--- src/rtl/line_buffer_scheduler.sv ---
// Scheduler for the three-bank pixel-updated flag store. It rotates the
// update bank per scanline, sweeps the clear address and arbitrates two writers.
module line_buffer_scheduler #(
  parameter int ADDR_W    = 8,
  parameter int CLEAR_LEN = 256
) (
  input  logic              clk,
  input  logic              reset_n,
  input  logic              frame_start,
  input  logic              line_start,
  input  logic              req0,
  input  logic [ADDR_W-1:0] req0_addr,
  input  logic [3:0]        req0_mask,
  input  logic              req1,
  input  logic [ADDR_W-1:0] req1_addr,
  input  logic [3:0]        req1_mask,
  output logic              gnt0,
  output logic              gnt1,
  output logic [1:0]        update_switch,
  output logic [ADDR_W-1:0] pixel_addr,
  output logic              write_pixel,
  output logic [3:0]        pixel_write_updated,
  output logic [ADDR_W-1:0] clear_addr,
  output logic              clear_active,
  output logic              overrun
);

  typedef enum logic [0:0] {
    ST_IDLE   = 1'b0,
    ST_ACTIVE = 1'b1
  } state_t;

  localparam logic [ADDR_W-1:0] LAST_ADDR = ADDR_W'(CLEAR_LEN - 1);
  localparam logic [ADDR_W-1:0] ADDR_ONE  = ADDR_W'(1);

  // Bank rotation 0 -> 1 -> 2 -> 0; the unused code 3 falls back to bank 0.
  function automatic logic [1:0] next_bank(input logic [1:0] bank);
    logic [1:0] nb;
    case (bank)
      2'd0:    nb = 2'd1;
      2'd1:    nb = 2'd2;
      2'd2:    nb = 2'd0;
      default: nb = 2'd0;
    endcase
    return nb;
  endfunction

  state_t            state_r, state_nxt_s;
  logic [1:0]        bank_r, bank_nxt_s;
  logic [ADDR_W-1:0] clr_addr_r, clr_addr_nxt_s;
  logic              clr_on_r, clr_on_nxt_s;
  logic              ovr_r, ovr_nxt_s;
  logic              rr_last_r, rr_last_nxt_s;
  logic [ADDR_W-1:0] wr_addr_r, wr_addr_nxt_s;
  logic [3:0]        wr_mask_r, wr_mask_nxt_s;
  logic              wr_en_r, wr_en_nxt_s;
  logic              grant_ok_s, gnt0_s, gnt1_s, line_evt_s;

  // Combinational round-robin grant; any boundary cycle blocks both requesters.
  always_comb begin
    gnt0_s     = 1'b0;
    gnt1_s     = 1'b0;
    grant_ok_s = (state_r == ST_ACTIVE) && !line_start && !frame_start;
    if (grant_ok_s) begin
      if (req0 && req1) begin
        if (rr_last_r) begin
          gnt0_s = 1'b1;
        end else begin
          gnt1_s = 1'b1;
        end
      end else begin
        gnt0_s = req0;
        gnt1_s = req1;
      end
    end else begin
      gnt0_s = 1'b0;
      gnt1_s = 1'b0;
    end
  end

  // Next-state for FSM, bank rotation, clear sweep, overrun and write stage.
  always_comb begin
    state_nxt_s    = state_r;
    bank_nxt_s     = bank_r;
    clr_addr_nxt_s = clr_addr_r;
    clr_on_nxt_s   = clr_on_r;
    ovr_nxt_s      = ovr_r;
    rr_last_nxt_s  = rr_last_r;
    wr_addr_nxt_s  = wr_addr_r;
    wr_mask_nxt_s  = wr_mask_r;
    wr_en_nxt_s    = 1'b0;
    line_evt_s     = (state_r == ST_ACTIVE) && line_start && !frame_start;

    case (state_r)
      ST_IDLE: begin
        if (frame_start) begin
          state_nxt_s = ST_ACTIVE;
        end else begin
          state_nxt_s = ST_IDLE;
        end
      end
      ST_ACTIVE: state_nxt_s = ST_ACTIVE;
      default:   state_nxt_s = ST_IDLE;
    endcase

    if (frame_start) begin
      bank_nxt_s     = 2'd0;
      clr_addr_nxt_s = '0;
      clr_on_nxt_s   = 1'b1;
    end else if (line_evt_s) begin
      bank_nxt_s     = next_bank(bank_r);
      clr_addr_nxt_s = '0;
      clr_on_nxt_s   = 1'b1;
      if (clr_on_r) begin
        ovr_nxt_s = 1'b1;
      end else begin
        ovr_nxt_s = ovr_r;
      end
    end else if (clr_on_r) begin
      if (clr_addr_r == LAST_ADDR) begin
        clr_addr_nxt_s = '0;
        clr_on_nxt_s   = 1'b0;
      end else begin
        clr_addr_nxt_s = clr_addr_r + ADDR_ONE;
        clr_on_nxt_s   = 1'b1;
      end
    end else begin
      clr_addr_nxt_s = clr_addr_r;
      clr_on_nxt_s   = 1'b0;
    end

    // Address and mask hold their last value when nothing is granted.
    if (gnt0_s) begin
      rr_last_nxt_s = 1'b0;
      wr_addr_nxt_s = req0_addr;
      wr_mask_nxt_s = req0_mask;
      wr_en_nxt_s   = 1'b1;
    end else if (gnt1_s) begin
      rr_last_nxt_s = 1'b1;
      wr_addr_nxt_s = req1_addr;
      wr_mask_nxt_s = req1_mask;
      wr_en_nxt_s   = 1'b1;
    end else begin
      wr_en_nxt_s   = 1'b0;
    end
  end

  // State and output registers; reset aborts any sweep or pending write.
  always_ff @(posedge clk or negedge reset_n) begin
    if (!reset_n) begin
      state_r    <= ST_IDLE;
      bank_r     <= 2'd0;
      clr_addr_r <= '0;
      clr_on_r   <= 1'b0;
      ovr_r      <= 1'b0;
      rr_last_r  <= 1'b1;
      wr_addr_r  <= '0;
      wr_mask_r  <= 4'h0;
      wr_en_r    <= 1'b0;
    end else begin
      state_r    <= state_nxt_s;
      bank_r     <= bank_nxt_s;
      clr_addr_r <= clr_addr_nxt_s;
      clr_on_r   <= clr_on_nxt_s;
      ovr_r      <= ovr_nxt_s;
      rr_last_r  <= rr_last_nxt_s;
      wr_addr_r  <= wr_addr_nxt_s;
      wr_mask_r  <= wr_mask_nxt_s;
      wr_en_r    <= wr_en_nxt_s;
    end
  end

  assign gnt0                = gnt0_s;
  assign gnt1                = gnt1_s;
  assign update_switch       = bank_r;
  assign pixel_addr          = wr_addr_r;
  assign write_pixel         = wr_en_r;
  assign pixel_write_updated = wr_mask_r;
  assign clear_addr          = clr_addr_r;
  assign clear_active        = clr_on_r;
  assign overrun             = ovr_r;

endmodule

--- config.mk ---
export PLATFORM = sky130hd
export DESIGN_NAME = line_buffer_scheduler
export DESIGN_NICKNAME = d
export VERILOG_FILES = /design/src/rtl/line_buffer_scheduler.sv
export SDC_FILE = /design/constraint.sdc
export NUM_CORES = 1
export LEC_CHECK = 0
export ABC_CLOCK_PERIOD_IN_PS = 1500
export BUFFER_PORTS_ARGS = -buffer_cell sky130_fd_sc_hd__buf_2
export CAP_MARGIN = 15
export CORE_ASPECT_RATIO = 2
export CORE_UTILIZATION = 45
export CTS_BUF_LIST = sky130_fd_sc_hd__clkbuf_8
export CTS_CLUSTER_DIAMETER = 100
export DETAILED_ROUTE_END_ITERATION = 10
export PLACE_DENSITY = 0.76
export REMOVE_ABC_BUFFERS = 1
export SYNTH_ARGS = -nofsm -noshare
export SYNTH_HDL_FRONTEND = slang
export SYNTH_SLANG_ARGS = --single-unit
--- constraint.sdc ---
create_clock -name clk -period 1.5 [get_ports clk]
set_input_delay 0.3 -clock clk [delete_from_list [all_inputs] [get_ports clk]]
set_output_delay 0.3 -clock clk [all_outputs]
set_load 0.005 [all_outputs]
# Word level (Yosys, flattened, before mapping)
# Cells that the tools add are included.
op_classes:
  bitwise_logic: 2
  n_addsub: 1
  n_reduce_logical: 12
  muxes: 27
  n_eq_ne: 2
ops:
  columns: ["operator", "n"]
  rows:
  - ["8-bit two-way mux", 6]
  - ["1-bit two-way mux", 15]
  - ["8-bit by 1-bit adder with 8-bit output (second input constant)", 1]
  - ["8-bit == test (second input constant)", 1]
  - ["4-bit two-way mux", 2]
  - ["1-bit logical AND", 5]
  - ["2-bit two-way mux", 2]
  - ["2-bit case mux with 2 select lines", 1]
  - ["2-bit nonzero test", 2]
  - ["3-bit AND reduction", 1]
  - ["3-bit nonzero test", 1]
  - ["2-bit by 1-bit == test with 1-bit output (second input constant)", 1]
  - ["1-bit zero test", 2]
  - ["2-bit zero test", 1]
  - ["1-bit inverter", 2]
  - ["1-bit case mux with 2 select lines", 1]
word_totals:
  output_inout_bits: 27
  inputBits: 30
  elab_cells: 53
  regBits: 27

# Logic depth before layout (Yosys ltp)
# Gate-level depths: netlist (run 1).
depth:
  depth_word: 6
  ltp_mapped: 4
  ltp_nobuf: 4

# Least setup slack after synthesis (run 1)
# OpenSTA, ideal clock, no wires.
synth_timing:
  kind: "register to register"
  start: "reg clr_addr_r[0] (netlist: clear_addr[0])"
  end: "reg clr_addr_r[6] (netlist: clear_addr[6])"
  synth_period_minus_slack_ns: 1.226
  required_ns: 1.422
  setup_slack_ns: 0.274
  path_buffers: 0
  t_arrival_ns: 1.148
  stages_incl_launch_ff: 5
  cell_sequence: "dfrtp_1 ha_1 nand3_1 or3_1 a21oi_1"
synth_between:
  elab_chain_len: 5
synth_rtl:
  columns: ["item", "line_no", "rtl"]
  rows:
  - ["start, declared", "50", "logic [ADDR_W-1:0] clr_addr_r, clr_addr_nxt_s;"]
  - ["start signal, assigned", "163", "clr_addr_r <= clr_addr_nxt_s;"]
  - ["8-bit by 1-bit adder with 8-bit output / 8-bit == test (equally long branches)", "124, 120", null]
  - ["8-bit two-way mux (*)", "120", "if (clr_addr_r == LAST_ADDR) begin"]
  - ["8-bit two-way mux (*)", "119", "end else if (clr_on_r) begin"]
  - ["8-bit two-way mux (*)", "110", "end else if (line_evt_s) begin"]
  - ["8-bit two-way mux (*)", "106", "if (frame_start) begin"]
# Mark *: on every way between the ends. The rest lies on a longest branch, timed or not. The select of a mux whose other input is x is not followed.
# A chain may end at the register's enable or synchronous reset.

# Worst setup path after layout (run 1)
layout_timing:
  start: "reg state_r"
  end: "out gnt1"
layout_between:
  elab_chain_len: 3
layout_rtl:
  columns: ["item", "line_no", "rtl"]
  rows:
  - ["start, declared", "48", "state_t state_r, state_nxt_s;"]
  - ["start signal, assigned", "161", "state_r <= state_nxt_s;"]
  - ["1-bit logical AND (2 in series)", "63", "grant_ok_s = (state_r == ST_ACTIVE) && !line_start && !frame_start;"]
  - ["1-bit two-way mux", "64", "if (grant_ok_s) begin"]
  - ["end, declared", "18", "output logic gnt1,"]
# Every way passes these cells.

==> results of run 1 <==
## flip-flops by register name, summed over array words and instances, names as in the netlist
name and cells:
update_switch 2, pixel_write_updated 4, clear_active 1, rr_last_r 1
overrun 1, write_pixel 1, clear_addr 8, state_r 1
pixel_addr 8
## cell usage in the layout (no fill, tap or decap), drive strengths merged, types with 2 or more instances in the layout
master / n
o21ai: 17
nand4: 2
nand2b: 2
a21oi: 18
nor2: 6
clkbuf: 3
inv: 2
or2: 2
nand2: 8
a311oi: 2
and3: 2
dfrtp: 26
nand3: 17
xor2: 2
nor2b: 2
buf: 68
a31oi: 12
mux2i: 2
## cells by family after synthesis
| logic type | count (synthesis) |
|---|---|
| flops | 27 |
| compound gates | 53 |
| fa+ha+maj | 1 |
| simple gates | 48 |
| mux | 2 |
| buf+inv | 9 |
| xor+xnor | 2 |
## repair_timing
item	CTS	global route
gates resized for setup	3	2
endpoints found under the setup margin	2	2
setup buffers	1	6
pin swaps	0	1
## power groups by stage
stage               registers [mW]  clock network, mW  logic (mW)
global placement             0.860                  0       0.302
global route                 0.867              0.441       0.383
detailed placement           0.864                  0       0.313
finish                       0.856              0.399       0.343
floorplan                    0.865                  0       0.133
CTS                          0.855              0.410       0.317
## how the worst max path moves through the flow
stage	cells past startpoint	slack (ps)	start	end
6_report	4	-2	state_r	gnt1
3_5_place_dp	4	20	req1	gnt0
3_3_place_gp	4	10	req1	gnt0
2_1_floorplan	3	140	state_r	gnt1
5_1_grt	4	-80	state_r	gnt1
4_1_cts	4	3	state_r	gnt1
## stage by stage
| step | power (mW) | area [um^2] | setup TNS, ps | setup slack [ps] | std cells |
|---|---|---|---|---|---|
| 2_1_floorplan | 0.999 | 1300 | 0 | 143 | 134 |
| 3_3_place_gp | 1.16 | 1670 | 0 | 11.1 | 224 |
| 3_5_place_dp | 1.18 | 1670 | 0 | 19.6 | 224 |
| 4_1_cts | 1.58 | 1730 | 0 | 3.44 | 229 |
| 5_1_grt | 1.69 | 1780 | -77.1 | -77.1 | 235 |
| 6_report | 1.60 | 1780 | -1.55 | -1.55 | 235 |
## routing by layer
metal	vias to the layer above	share of wire [%]	global-route usage (%)
met3	2	4.6	1.95
met2	54	57	40.6
met1	663	37	25.4
li1	663	-	-
met4	0	0.63	6.67
met5	-	0	0
## cell type report
class,instances,area [um^2],share of cell area (%)
Sequential cell,27,678,38.0
Clock buffer,3,41.3,2.32
Timing Repair Buffer,68,387,21.7
Inverter,1,3.75,0.211
Multi-Input combinational cell,106,633,35.5
Clock inverter,1,3.75,0.211
Tap cell,29,36.3,2.04
## worst max-delay path: cells and delay by family (launching register included)
family	cells	cell delay (ps)
DFF	1	400
buffers and inverters	1	110
and+or+nand+nor	2	310
AOI/OAI and AO/OA	1	100
==> metrics.md, run 1 <==
| Metric | Value |
|---|---|
| Status | complete, but fails checks |
| Failing checks | setup timing |
| CP arrival | 1200 ps |
| Core area | 2800 um^2 |
| Compound-Gate Fraction of Synth Area | 22.1% |
| Post-Syn Area | 1360 um^2 |
| Clock slew seen by the registers of the worst setup and hold paths | 90 ps |
| Xor and xnor fraction of the mapped netlist area | 1.29% |
| Post-layout nets | 238 |
| Synth top area share | 47.9% |
| LEAKAGE | 0.820 nW |
| Starting DRT DRC Count | 33 |
| #FFs+latches synth | 27 |
| Largest family of logic cells by synthesized area | compound AO/OA/AOI/OAI gates |
| Synth warn | 0 |
| Internal cell power | 1.15 mW |
| Post-synthesis mux area share | 1.47% |
| I/O pin count | 57 |
| Die W | 40.9 um |
| WS Path Type | flop to output port |
| Unique masters post-synth | 34 |
| Largest cells by area after synthesis | dfrtp_1 48%, a21oi_1 6.6%, nand3_1 6.3% |
| Initial Util | 48.5% |
| Vias per cell | 5.88 |
| Final Util | 63.6% |
| Slew HR | 60.7% |
| Syn_area_per_cell | 9.57 um^2 |
| Critical R2R Launch | clear_addr[0] |
| Max-slew violations | 0 |
| Fill cell count | 240 |
| ANT nets after route | 0 |
| PnR worst setup slack | -1.55 ps |
| Synth-to-layout area growth | 31.2% |
| Hold Fails Final Rpt | 0 |
| Maximum number of pins on one net before global-route repair | 28 |
| Vias | 1382 |
| Unrepaired setup endpoints after global routing | true |
| Sequential area share after synthesis | 49.8% |
| Tmin final | 1500 ps |
| Pwr dens | 896 nW/um^2 |
| Least-Margin Pin Slew | 590 ps |
| CP max stage delay | 400 ps |
| WP data required | 1200 ps |
| Crit. End Element | output port |
| Worst-Skew Late Latency | 270 ps |
| # diodes | 0 |
| DRC viols | 0 |
| Fmax | 0.666 GHz |
| Sw Share | 27.8% |
| Startpoint types | flop |
| # hold bufs at CTS | 0 |
| Detailed-route wire length per cell | 14.3 um |
| WL final | 3.35 mm |
| Die area | 3260 um^2 |
| Endpoints failing setup | 1 |
| Maximum VDD drop | 0.666 mV |
| Net switching power | 0.444 mW |
| Port bufs | 56 |
| Combinational power share | 21.5% |
| CP max-delay cell | dfrtp_2 |
| Crit-path cells | nor3b_4, nand2_1, a21oi_2, buf_2 |
| Seq pwr share | 53.6% |
| Final Wtd Congestion | 0.776 |
| All-Layer GR Usage | 22.5% |
| GRT overflow | 0 |
| Crit Path Max Fanout | 5 |
| Root Buffer | clkbuf_8 |
| Worst Reg2Reg Path Length in Cells | 4 |
| Hpwl dp | 2.49 mm |
| Post-synth top cells | 26 x dfrtp_1, 18 x a21oi_1, 17 x nand3_1, 17 x o21ai_0, 12 x a31oi_1 |
| DR pass1 iterations | 4 |
| Worst Hold Class | primary input to async pin |
| First-pass GRT wire length | 5.35 mm |
| Clock share of power | 25.0% |
| Hold WS | 19.4 ps |
| Total of max-cap violations | 0 |
| Cts bufs inserted | 3 |
| Row count | 27 |
| Cell with the most instances after synthesis | dfrtp_1 |
| Share of cells above drive strength 1 | 37.9% |
| FFs w/ async S/R, synth | 100% |
| Initial antenna violation count | 0 |
| Most used DFF post-synth | dfrtp_1 |
| Cells after synthesis | 142 |
| Worst r2r dst | clear_addr[5] |
| Clock buffer depth | 2 |
| Vias in the first global route | 1318 |
| Post-Synth Simple-Gate Area | 20.0% |
| Cell taking the most area after synthesis | dfrtp_1 |
| Adder-cell area share of the yosys netlist | 0.921% |
| Skew final | 1.41 ps |
| R2R setup slack | 130 ps |
| Post-synth EDFFs | 0 |
| Final period utilization | 100% |
| CTS sink cnt | 27 |
| CTS tree | yes |
| H-tree lvl count | 1 |
| Die Ht | 79.7 um |
Power figures use the tool's default switching activity.
==> run 2: changes to the inputs <==
- MAX_ROUTING_LAYER: unset -> met4
==> run 2 against run 1 <==
  * The run still ends with setup timing left
  * Register-to-register slack is essentially flat
  * Die area is the same
  * Sequential cell count is the same
  * Clock skew grew 1.1 ps
  * Critical endpoint unchanged
  * Largest power group unchanged
  * Sequential share of layout area is the same
  * Highest routed layer unchanged
==> metrics.md, run 2 (same netlist as run 1, synthesis figures left out) <==
| Metric | Value |
|---|---|
| Status | complete, but fails checks |
| Failing checks | setup timing |
| Final Wtd Congestion | 0.787 (+1.4%) |
| Endpoints failing setup | 1 (unchanged) |
| Skew final | 2.48 ps (+1.06 ps) |
| Clock slew seen by the registers of the worst setup and hold paths | 90 ps (about the same) |
| Cts bufs inserted | 3 (unchanged) |
| TNS Setup | -4.21 ps (-2.66 ps) |
| Share of cells above drive strength 1 | 37.9% (unchanged) |
| Startpoint types | flop |
| Worst Reg2Reg Path Length in Cells | 4 (unchanged) |
| Initial antenna violation count | 0 (unchanged) |
| WP data required | 1200 ps (about the same) |
| Footprint of the multi-input gates | 633 um^2 (unchanged) |
| Commonest non-fill, non-tap cell in the layout | buf_2 |
| Core area | 2800 um^2 (unchanged) |
| Reg area | 678 um^2 (unchanged) |
| # diodes | 0 (unchanged) |
| Die Ht | 79.7 um (unchanged) |
| Critical R2R Launch | clear_addr[0] |
| Maximum number of pins on one net before global-route repair | 28 (unchanged) |
| WS Path Type | flop to output port |
| Hold WS | 17.5 ps (-1.89 ps) |
| Hpwl dp | 2.49 mm (unchanged) |
| Tmin final | 1500 ps (+2.66 ps) |
| PnR worst setup slack | -4.21 ps (-2.66 ps) |
| Maximum VDD drop | 0.673 mV (+1.2%) |
| Unrepaired setup endpoints after global routing | true |
| H-tree lvl count | 1 (unchanged) |
| Crit Path Max Fanout | 5 (unchanged) |
| Port bufs | 56 (unchanged) |
| Detailed-route wire length per cell | 14.5 um (+1.9%) |
| GRT overflow | 0 (unchanged) |
| Fill cell count | 240 (unchanged) |
| WL final | 3.41 mm (+1.9%) |
| Slew HR | 60.7% (about the same) |
| Worst Hold Class | primary input to async pin |
| CP arrival | 1200 ps (about the same) |
| Vias per cell | 5.93 (+0.80%) |
| Die W | 40.9 um (unchanged) |
| CTS sink cnt | 27 (unchanged) |
| Commonest non-fill, non-tap cells in the layout | 56 x buf_2, 25 x dfrtp_1, 17 x nand3_1, 17 x o21ai_0, 17 x a21oi_1 |
| Worst r2r dst | clear_addr[5] |
| ANT nets after route | 0 (unchanged) |
| First-pass GRT wire length | 5.34 mm (-0.13%) |
| Max-slew violations | 0 (unchanged) |
| Final period utilization | 100% (+0.18 points) |
| Vias | 1393 (+0.80%) |
| Pwr dens | 899 nW/um^2 (+0.26%) |
| All-Layer GR Usage | 23.1% (+0.54 points) |
| Row count | 27 (unchanged) |
| Setup slack after placement | 19.6 ps (unchanged) |
| CTS tree | yes |
| Pwr Total | 1.60 mW (+0.26%) |
| Hold Fails Final Rpt | 0 (unchanged) |
| Total of max-cap violations | 0 (unchanged) |
| R2R setup slack | 130 ps (about the same) |
| Vias in the first global route | 1318 (unchanged) |
| Clock buffer depth | 2 (unchanged) |
| Fmax | 0.665 GHz (-0.18%) |
| Post-layout nets | 238 (unchanged) |
| Starting DRT DRC Count | 33 (unchanged) |
| Worst-Skew Late Latency | 270 ps (about the same) |
| # hold bufs at CTS | 0 (unchanged) |
| Least-Margin Pin Slew | 590 ps (+0.404 ps) |
| LEAKAGE | 0.820 nW (unchanged) |
| I/O pin count | 57 (unchanged) |
| Initial Util | 48.5% (unchanged) |
| Root Buffer | clkbuf_8 |
| DRC viols | 0 (unchanged) |
| DR pass1 iterations | 4 (unchanged) |
| Die area | 3260 um^2 (unchanged) |
| Synth-to-layout area growth | 31.2% (unchanged) |
| Crit. End Element | output port |
## run 2: cell counts in the layout (fill, tap and decap cells not counted)
Identical to the previous run, type by type.
## run 2: area by class of cell
cell class                      instances  share of cell area (%)
Inverter                                1                   0.211
Tap cell                               29                    2.04
Multi-Input combinational cell        106                    35.5
Timing Repair Buffer                   68                    21.7
Clock inverter                          1                   0.211
Clock buffer                            3                    2.32
Sequential cell                        27                    38.0
## run 2: worst max-delay path by stage
stage,from,to,slack (ps),cells past startpoint
finish,state_r,gnt1,-4,4
global route,state_r,gnt1,-80,4
CTS,state_r,gnt1,3,4
detailed placement,req1,gnt0,20,4
global placement,req1,gnt0,10,4
floorplan,state_r,gnt1,140,3
## run 2: critical path, cell delays in order, from the launching register on
cell and delay [ps]:
dfrtp_2 400, nor3b_4 200, nand2_1 110, a21oi_2 100
buf_2 110
## run 2: timing repair
action	4_1_cts	5_1_grt
setup buffers	1	6
pin swaps	0	1
endpoints found under the setup margin	2	2
resized for setup	3	2
## run 2: through the flow
stage | utilization (%) | std cells | area, um^2
2_1_floorplan | - | 134 | 1300
3_3_place_gp | 59.5 | 224 | 1670
3_5_place_dp | 59.5 | 224 | 1670
4_1_cts | 61.7 | 229 | 1730
5_1_grt | 63.6 | 235 | 1780
6_report | 63.6 | 235 | 1780
## run 2: power by group
part,total [mW],switching [mW],internal [mW]
combinational,0.344,0.177,0.167
clock,0.402,0.218,0.184
sequential,0.857,0.0526,0.804
## run 2: metal layers
metal / wire, um / up-vias / part of all wire (%) / track usage, %
met5: 0 / - / 0 / -
li1: - / 663 / - / -
met1: 1260 / 664 / 37 / 25.4
met4: 76 / 0 / 2.2 / 6.67
met2: 1910 / 58 / 56 / 40.6
met3: 168 / 8 / 4.9 / 1.95
==> run 3: changes to the inputs <==
--- a/config.mk
+++ b/config.mk
@@ -16,4 +16,5 @@
 export MAX_ROUTING_LAYER = met4
 export PLACE_DENSITY = 0.76
+export RECOVER_POWER = 50
 export REMOVE_ABC_BUFFERS = 1
 export SYNTH_ARGS = -nofsm -noshare
==> constraint.sdc (replaced) <==
create_clock -name clk -period 1.5 [get_ports clk]
set_input_delay 0.15 -clock clk [delete_from_list [all_inputs] [get_ports clk]]
set_output_delay 0.15 -clock clk [all_outputs]
set_load 0.005 [all_outputs]
==> run 3 against run 2 <==
  * The flow now finishes without violations
  * Largest cell class unchanged
  * Global-route usage down 0.38 points
  * First-iteration DRC count down 55%
  * Clock power about the same
  * Utilization down 2.8 points
  * Via count down 3.3%
  * Wire length down 4.3%
  * Register-to-register slack better by 20 ps
  * Highest routed layer unchanged
  * Combinational power down 12%
  * Critical path type unchanged
  * Count of clock-buffer cells in the layout unchanged
==> metrics.md, run 3 (same netlist as run 1, synthesis figures left out) <==
| Metric | Value |
|---|---|
| CP Buf/Inv Count | 1 (unchanged) |
| All-Layer GR Usage | 22.7% (-0.38 points) |
| CP arrival | 1310 ps (+110 ps) |
| Share of cells above drive strength 1 | 32.7% (-5.2 points) |
| CTS sink cnt | 27 (unchanged) |
| Starting DRT DRC Count | 15 (-55%) |
| Port bufs | 56 (unchanged) |
| Skew final | 1.77 ps (-0.707 ps) |
| Vias per cell | 5.91 (-0.33%) |
| Least-Margin Pin Slew | 643 ps (+52.4 ps) |
| Reg area | 678 um^2 (unchanged) |
| Commonest non-fill, non-tap cells in the layout | 49 x buf_2, 25 x dfrtp_1, 17 x nand3_1, 17 x o21ai_0, 17 x a21oi_1 |
| Fmax | 0.686 GHz (+3.2%) |
| Initial Util | 48.5% (unchanged) |
| DR pass1 iterations | 4 (unchanged) |
| ANT nets after route | 0 (unchanged) |
| Total of max-cap violations | 0 (unchanged) |
| I/O pin count | 57 (unchanged) |
| Delay-heaviest family, CP | flip-flops |
| Post-layout nets | 231 (-2.9%) |
| Pwr dens | 916 nW/um^2 (+1.9%) |
| Endpoints failing setup | 0 (-1) |
| Area post-placement | 1640 um^2 (-1.6%) |
| Vias | 1347 (-3.3%) |
| Die area | 3260 um^2 (unchanged) |
| Crit-path cells | nor3b_4, nand2_1, a21oi_2, buf_2 |
| Worst Hold Class | primary input to flop |
| Row count | 27 (unchanged) |
| Cts bufs inserted | 3 (unchanged) |
| WP data required | 1350 ps (+150 ps) |
| DRC viols | 0 (unchanged) |
| H-tree lvl count | 1 (unchanged) |
| First-pass GRT wire length | 5.18 mm (-3.1%) |
| # diodes | 0 (unchanged) |
| Detailed-route wire length per cell | 14.3 um (-1.3%) |
| Slew HR | 57.2% (-3.5 points) |
| Clock buffer depth | 2 (unchanged) |
| Crit Path Max Fanout | 7 (+2) |
| WS Path Type | flop to output port |
| Startpoint types | flop |
| Initial antenna violation count | 0 (unchanged) |
| LEAKAGE | 0.761 nW (-7.2%) |
| Hold Fails Final Rpt | 0 (unchanged) |
| Final Cell Area | 1700 um^2 (-4.4%) |
| Vias in the first global route | 1272 (-3.5%) |
| Final Wtd Congestion | 0.823 (+4.5%) |
| Tmin final | 1460 ps (-46.7 ps) |
| TNS Setup | 0 ps (+4.21 ps) |
| Fill cell count | 250 (+4.2%) |
| Final period utilization | 97.2% (-3.1 points) |
| Footprint of the multi-input gates | 631 um^2 (-0.40%) |
| Maximum VDD drop | 0.530 mV (-21%) |
| Pwr Total | 1.56 mW (-2.6%) |
| Root Buffer | clkbuf_8 |
| PnR worst setup slack | 42.5 ps (+46.7 ps) |
| Setup slack after placement | 47.8 ps (+28.2 ps) |
| Max-slew violations | 0 (unchanged) |
| Status | completed |
| Commonest non-fill, non-tap cell in the layout | buf_2 |
| Core area | 2800 um^2 (unchanged) |
| Crit. End Element | output port |
| Synth-to-layout area growth | 25.4% |
| Clock slew seen by the registers of the worst setup and hold paths | 90 ps (about the same) |
| Worst-Skew Late Latency | 270 ps (about the same) |
| Die Ht | 79.7 um (unchanged) |
| Hold WS | 133 ps (+116 ps) |
| Die W | 40.9 um (unchanged) |
| Hpwl dp | 2.49 mm (about the same) |
| Maximum number of pins on one net before global-route repair | 28 (unchanged) |
| CP max-delay cell | dfrtp_2 |
| CP max stage delay | 430 ps (+30 ps) |
| WL final | 3.27 mm (-4.3%) |
| GRT overflow | 0 (unchanged) |
| R2R setup slack | 150 ps (+20 ps) |
| CTS tree | yes |
## run 3: cell count changes in the layout (fill, tap and decap cells not counted), sizes merged
cell	delta
inv	-1
clkbuf	+8
buf	-16
dlygate4sd3	+1
clkinv	+1
## run 3: path summary, 6_finish.rpt
| check | depth (start not counted) | end | startpoint |
|---|---|---|---|
| min reg2reg | 1 | overrun | overrun |
| min in group asynchronous | 2 | clear_addr[3] | reset_n |
| max reg2reg | 4 | clear_addr[5] | clear_addr[0] |
| max in group asynchronous | 2 | state_r | reset_n |
| min | 2 | update_switch[1] | frame_start |
| max | 4 | gnt1 | state_r |
## run 3: report_power, final
| group | total, mW | leakage, nW | internal [mW] | switching (mW) |
|---|---|---|---|---|
| logic | 0.302 | 0.416 | 0.135 | 0.168 |
| clock network | 0.403 | 0.0255 | 0.186 | 0.217 |
| registers | 0.855 | 0.319 | 0.804 | 0.0512 |
## run 3: repair_timing
action	in CTS	in global routing
cloned	0	0
hold endpoints to repair	26	0
hold buffers	1	0
gates resized for setup	1	3
buffers inserted	1	0
setup endpoints to repair	2	3
## run 3: cell type report
class	count	share of cell area, %
Tap cell	29	2.13
Sequential cell	27	39.8
Inverter	1	0.220
Multi-Input combinational cell	106	37.0
Timing Repair Buffer	61	18.1
Clock buffer	3	2.42
Clock inverter	1	0.294
## run 3: metal layers
metal	GRT usage [%]	vias to the layer above	routed length, um	part of all wire [%]
met5	-	-	0	0
met2	41.1	44	1880	57
li1	-	640	-	-
met4	8.00	0	23	0.70
met1	22.8	659	1230	38
met3	1.95	4	134	4.1
## run 3: through the flow
stage | util, % | instances
6_report | 60.8 | 228
5_1_grt | 60.8 | 228
4_1_cts | 60.9 | 228
3_5_place_dp | 58.5 | 222
3_3_place_gp | 58.5 | 222
2_1_floorplan | - | 134
